===== src/rtl/spm_operand_sequencer_pkg.sv =====
// Shared definitions for the serial-parallel multiplier operand sequencer:
// default widths/limits and the sequencer FSM state encoding.
package spm_operand_sequencer_pkg;

    localparam int unsigned SpmWidth        = 8;
    localparam int unsigned SpmFifoDepth    = 4;
    localparam int unsigned SpmTimeout      = 15;

    typedef enum logic [1:0] {
        StIdle  = 2'd0,
        StIssue = 2'd1,
        StBusy  = 2'd2
    } spm_state_e;

    // Width of a counter that must be able to hold the value n.
    function automatic int unsigned spm_cnt_width(input int unsigned n);
        return (n < 2) ? 1 : $clog2(n + 1);
    endfunction

endpackage


===== src/rtl/spm_operand_sequencer_fifo.sv =====
// Synchronous FIFO holding {a,b} operand pairs; exposes the head word,
// full/empty flags and an occupancy count.
module spm_operand_sequencer_fifo #(
    parameter int unsigned Width = 16,
    parameter int unsigned Depth = 4
) (
    input  logic                     clk,
    input  logic                     rst,
    input  logic                     push_i,
    input  logic [Width-1:0]         wdata_i,
    input  logic                     pop_i,
    output logic [Width-1:0]         rdata_o,
    output logic                     full_o,
    output logic                     empty_o,
    output logic [$clog2(Depth):0]   count_o
);

    localparam int unsigned PtrW = $clog2(Depth);
    localparam int unsigned CntW = PtrW + 1;

    logic [Width-1:0] mem_q [Depth];
    logic [PtrW-1:0]  wr_ptr_q, wr_ptr_d;
    logic [PtrW-1:0]  rd_ptr_q, rd_ptr_d;
    logic [CntW-1:0]  count_q, count_d;
    logic             push_eff;
    logic             pop_eff;

    assign full_o   = (count_q == CntW'(Depth));
    assign empty_o  = (count_q == '0);
    assign count_o  = count_q;
    assign rdata_o  = mem_q[rd_ptr_q];

    // A push while full is dropped; the producer is expected to hold it.
    assign push_eff = push_i && !full_o;
    assign pop_eff  = pop_i && !empty_o;

    // Depth is a power of two, so pointers wrap by natural overflow.
    always_comb begin
        wr_ptr_d = wr_ptr_q;
        rd_ptr_d = rd_ptr_q;
        count_d  = count_q;
        if (push_eff) begin
            wr_ptr_d = wr_ptr_q + PtrW'(1);
        end
        if (pop_eff) begin
            rd_ptr_d = rd_ptr_q + PtrW'(1);
        end
        count_d = count_q + CntW'(push_eff) - CntW'(pop_eff);
    end

    always_ff @(posedge clk or posedge rst) begin
        if (rst) begin
            wr_ptr_q <= '0;
            rd_ptr_q <= '0;
            count_q  <= '0;
        end else begin
            wr_ptr_q <= wr_ptr_d;
            rd_ptr_q <= rd_ptr_d;
            count_q  <= count_d;
        end
    end

    always_ff @(posedge clk or posedge rst) begin
        if (rst) begin
            for (int i = 0; i < int'(Depth); i++) begin
                mem_q[i] <= '0;
            end
        end else if (push_eff) begin
            mem_q[wr_ptr_q] <= wdata_i;
        end
    end

endmodule


===== src/rtl/spm_operand_sequencer.sv =====
// Operand sequencer for the serial-parallel multiplier: buffers operand pairs,
// issues one multiply at a time and returns signed products in order.
module spm_operand_sequencer
    import spm_operand_sequencer_pkg::*;
#(
    parameter int unsigned Width     = SpmWidth,
    parameter int unsigned FifoDepth = SpmFifoDepth,
    parameter int unsigned Timeout   = SpmTimeout
) (
    input  logic                 clk,
    input  logic                 rst,
    input  logic                 in_valid_i,
    output logic                 in_ready_o,
    input  logic [Width-1:0]     in_a_i,
    input  logic [Width-1:0]     in_b_i,
    output logic                 out_valid_o,
    input  logic                 out_ready_i,
    output logic [2*Width-1:0]   out_product_o,
    output logic                 mul_start_o,
    output logic [Width-1:0]     mul_multiplicand_o,
    output logic [Width-1:0]     mul_multiplier_o,
    input  logic [2*Width-1:0]   mul_product_i,
    input  logic                 mul_done_i,
    output logic                 busy_o,
    output logic                 timeout_err_o
);

    localparam int unsigned CntW = $clog2(FifoDepth) + 1;
    localparam int unsigned TmoW = spm_cnt_width(Timeout);

    spm_state_e          state_q, state_d;
    logic [TmoW-1:0]     tmo_cnt_q, tmo_cnt_d;
    logic                out_valid_q, out_valid_d;
    logic [2*Width-1:0]  product_q, product_d;
    logic                timeout_err_q, timeout_err_d;

    logic                fifo_full;
    logic                fifo_empty;
    logic                fifo_pop;
    logic [CntW-1:0]     fifo_count;
    logic [2*Width-1:0]  fifo_head;

    spm_operand_sequencer_fifo #(
        .Width (2 * Width),
        .Depth (FifoDepth)
    ) u_fifo (
        .clk     (clk),
        .rst     (rst),
        .push_i  (in_valid_i),
        .wdata_i ({in_a_i, in_b_i}),
        .pop_i   (fifo_pop),
        .rdata_o (fifo_head),
        .full_o  (fifo_full),
        .empty_o (fifo_empty),
        .count_o (fifo_count)
    );

    assign in_ready_o         = !fifo_full;
    assign mul_multiplicand_o = fifo_head[2*Width-1:Width];
    assign mul_multiplier_o   = fifo_head[Width-1:0];
    assign out_valid_o        = out_valid_q;
    assign out_product_o      = product_q;
    assign timeout_err_o      = timeout_err_q;
    assign busy_o             = (state_q != StIdle) || (fifo_count != '0);

    always_comb begin
        state_d       = state_q;
        tmo_cnt_d     = tmo_cnt_q;
        out_valid_d   = out_valid_q;
        product_d     = product_q;
        timeout_err_d = timeout_err_q;
        mul_start_o   = 1'b0;
        fifo_pop      = 1'b0;

        if (out_valid_q && out_ready_i) begin
            out_valid_d = 1'b0;
        end

        case (state_q)
            StIdle: begin
                // Registered out_valid gates issue, keeping one result in flight.
                if (!fifo_empty && !out_valid_q) begin
                    state_d = StIssue;
                end
            end
            StIssue: begin
                mul_start_o = 1'b1;
                fifo_pop    = 1'b1;
                tmo_cnt_d   = '0;
                state_d     = StBusy;
            end
            StBusy: begin
                // mul_done seen in the first BUSY cycle may belong to the previous op.
                if ((tmo_cnt_q != '0) && mul_done_i) begin
                    product_d   = mul_product_i;
                    out_valid_d = 1'b1;
                    state_d     = StIdle;
                end else if (tmo_cnt_q == TmoW'(Timeout - 1)) begin
                    timeout_err_d = 1'b1;
                    state_d       = StIdle;
                end else begin
                    tmo_cnt_d = tmo_cnt_q + TmoW'(1);
                end
            end
            default: begin
                state_d = StIdle;
            end
        endcase
    end

    always_ff @(posedge clk or posedge rst) begin
        if (rst) begin
            state_q       <= StIdle;
            tmo_cnt_q     <= '0;
            out_valid_q   <= 1'b0;
            product_q     <= '0;
            timeout_err_q <= 1'b0;
        end else begin
            state_q       <= state_d;
            tmo_cnt_q     <= tmo_cnt_d;
            out_valid_q   <= out_valid_d;
            product_q     <= product_d;
            timeout_err_q <= timeout_err_d;
        end
    end

endmodule


===== config.mk =====
export PLATFORM = sky130hd
export DESIGN_NAME = spm_operand_sequencer
export DESIGN_NICKNAME = d
export VERILOG_FILES = /design/src/rtl/spm_operand_sequencer_pkg.sv /design/src/rtl/spm_operand_sequencer_fifo.sv /design/src/rtl/spm_operand_sequencer.sv
export SDC_FILE = /design/constraint.sdc
export NUM_CORES = 1
export LEC_CHECK = 0
export BUFFER_PORTS_ARGS = -buffer_cell sky130_fd_sc_hd__buf_2
export CORE_UTILIZATION = 40
export CTS_BUF_LIST = sky130_fd_sc_hd__clkbuf_16
export CTS_CLUSTER_DIAMETER = 150
export CTS_CLUSTER_SIZE = 10
export DETAILED_ROUTE_END_ITERATION = 12
export PLACE_DENSITY = 0.71
export SLEW_MARGIN = 20
export SYNTH_ARGS = -nofsm -noshare
export SYNTH_HDL_FRONTEND = slang
export SYNTH_SLANG_ARGS = --single-unit

===== constraint.sdc =====
create_clock -name clk -period 3.8 [get_ports clk]
set_input_delay 0.38 -clock clk [delete_from_list [all_inputs] [get_ports clk]]
set_output_delay 0.38 -clock clk [all_outputs]
set_load 0.03 [all_outputs]

==> flow_summary.json <==
{
  "ys_seq_elements": 95,
  "grt_pass1_vias": 2647,
  "min_period_ns": 2.512,
  "detail_route.wl_per_cell_um": 15.70,
  "die_x_um": 105.7,
  "h-tree-depth": 3,
  "numCtsBuffers": 9,
  "drc": 0,
  "yosysWarnings": 0,
  "crit_fanout": 10,
  "grt_max_degree": 50,
  "hold_viol_final": 0,
  "drt-initial-drc-count": 98,
  "finalSetupViolCount": 0,
  "syn_nets": 325,
  "start_util": 0.4152,
  "antenna_found_initial": 0,
  "synthCells": 278,
  "timing.slew.headroom": 0.2909,
  "cts-root-buf": "clkbuf_16",
  "synth_cell_types": 39,
  "worst_pin_slew_ns": 1.061,
  "status": "complete, no violations",
  "die_area_sq_um": 11180,
  "drt-pass1-iter-count": 6,
  "clkLatencyLatePin_ns": 0.34,
  "finClkSkew_ns": 0.006201,
  "yosysSeqAreaShare": 0.5522,
  "grt_setup_unrepaired": "false",
  "hp-class": "in2async",
  "syn2layout_area_growth_pct": 17.61,
  "final_common_cell": "dfrtp_1",
  "grt.overflow.total": 0,
  "ir_worst_vdd_mv": 0.4436,
  "crit_required_ns": 3.42,
  "final_cell_mix": "dfrtp_1 (95), buf_2 (73), mux2_2 (69)",
  "power_density_nw_per_um2": 986.4,
  "critPathLaunchType": "flop",
  "rows": 37,
  "cts_tree": "built",
  "hpwl_um": 5155,
  "cts_buffer_depth": 2,
  "finalMaxSlewViolations": 0,
  "syn_area_sq_um": 4305,
  "cts.sinks": 95,
  "place.port_buffers": 73,
  "leakagePower_nw": 2.341,
  "post_cts_resized": 0,
  "die_h_um": 105.7,
  "diodes": 0,
  "yosys.area.top_type": "dfrtp_1",
  "utilization": 0.4883,
  "syn_area_per_cell_sq_um": 15.49,
  "num_vias": 2490,
  "synthTopCellsByArea": "dfrtp_1 (55%), mux2_2 (18%), mux4_2 (8.4%), mux2_4 (3.1%), ha_1 (2.6%)",
  "grt_usage": 0.1544,
  "grt_pass1_wl_um": 13090,
  "place.gp.congestion": 0.7448,
  "nets": 400,
  "setup_tns_ns": 0,
  "ctsHoldBuffers": 0,
  "via_per_inst": 5.040,
  "synth_top_area_share": 0.5522,
  "crit_arrival_ns": 2.13,
  "worstSetupPathType": "reg2out",
  "min_period_over_period": 0.6611,
  "drtAntennaViolNets": 0,
  "fmax_mhz": 398.1,
  "cap_violations": 0,
  "cp-end-kind": "primary output",
  "post_cts_buffers": 0,
  "wl_um": 7758,
  "drive_gt1_frac": 0.5419,
  "io_pins": 74,
  "core_area_sq_um": 10370,
  "path_clk_slew_ns": 0.06
}
worst max-delay path, cell delays in order (launching register included):
cell     delay (ns)
dfrtp_1        0.72
buf_4          0.34
mux4_2         0.53
buf_2          0.19
worst paths after layout:
check	endpoint	slack, ns	cells after the start	from
hold / removal	out_product_o[14]$_DFFE_PP0P_	0.17	2	rst
setup / recovery	mul_multiplier_o[7]	1.29	3	u_fifo.rd_ptr_q[0]$_DFFE_PP0P_
setup reg to reg	out_product_o[11]$_DFFE_PP0P_	1.60	6	tmo_cnt_q[0]$_DFFE_PP0P_
min in group clk	out_product_o[15]$_DFFE_PP0P_	0.27	2	mul_product_i[15]
max in group asynchronous	u_fifo.mem_q[33]$_DFFE_PP0P_	2.72	3	rst
hold reg to reg	timeout_err_o$_DFFE_PP0P_	0.46	1	timeout_err_o$_DFFE_PP0P_
state kept, by name (all words and copies together), names as in the netlist:
signal           cells
u_fifo.mem_q        64
out_product_o       16
tmo_cnt_q            4
u_fifo.count_o       3
state_q              2
u_fifo.rd_ptr_q      2
u_fifo.wr_ptr_q      2
out_valid_o          1
timeout_err_o        1
logic make-up (layout without fill, tap and decap cells):
kind of cell    after synthesis  in the layout  share of synthesized area
compound gates               17             17                    0.02645
buf+inv                      24            104                    0.03342
simple gates                 30             30                    0.04389
xor+xnor                      5              5                    0.01017
mux                          97             97                     0.3031
fa+ha+maj                    10             10                    0.03081
flops                        95             95                     0.5522
layer usage:
layer	GRT usage	vias to the layer above	wire [um]
met3	0.03896	8	318
met4	0.05952	0	115
li1	-	1154	-
met5	0	-	0
met2	0.2526	62	3724
met1	0.1971	1266	3600
synthesized netlist by cell type (all sizes together):
cell and instances:
clkbuf 3, o21ai 5, nor2 4, a21oi 2, fa 1, a21boi 1
nor4 1, a31oi 1, mux2 80, nand2b 2, o311ai 2, dfrtp 95
a221oi 1, nor3b 1, nand3 1, nor4bb 1, nor3 3, o211ai 2
inv 12, nand2 15, buf 9, mux4 16, a21o 2, mux2i 1
nor2b 1, xor2 2, a31o 1, ha 9, and3b 1, xnor2 3
power by group:
group          internal, W  switching (W)  leakage [nW]
registers          0.00152       0.000359          1.14
logic              0.00106        0.00116          1.05
clock network     0.000511       0.000386         0.147
total              0.00309        0.00191          2.34
area by class of cell:
| type | count | area [sq um] |
|---|---|---|
| fillers | 938 | 5306 |
| multi-input cells | 159 | 1784 |
| well taps | 136 | 170.2 |
| clock buffers | 9 | 225.2 |
| inverters | 12 | 46.29 |
| repair buffers | 76 | 387.9 |
| clock inverters | 7 | 72.57 |
| flip-flops and latches | 95 | 2377 |
per-stage QoR:
step           hold slack, ns  power, W  std cells  instance area [sq um]  setup WS, ns
2_1_floorplan          0.4587  0.003621        278                   4305        0.9430
3_3_place_gp           0.4474  0.004067        478                   4766         1.615
3_5_place_dp           0.4505  0.004145        478                   4766         1.572
4_1_cts                0.2019  0.005062        494                   5064         1.226
5_1_grt                0.2539  0.005303        494                   5064         1.155
6_report               0.1747  0.004995        494                   5064         1.288
(Power assumes the default switching activity.)
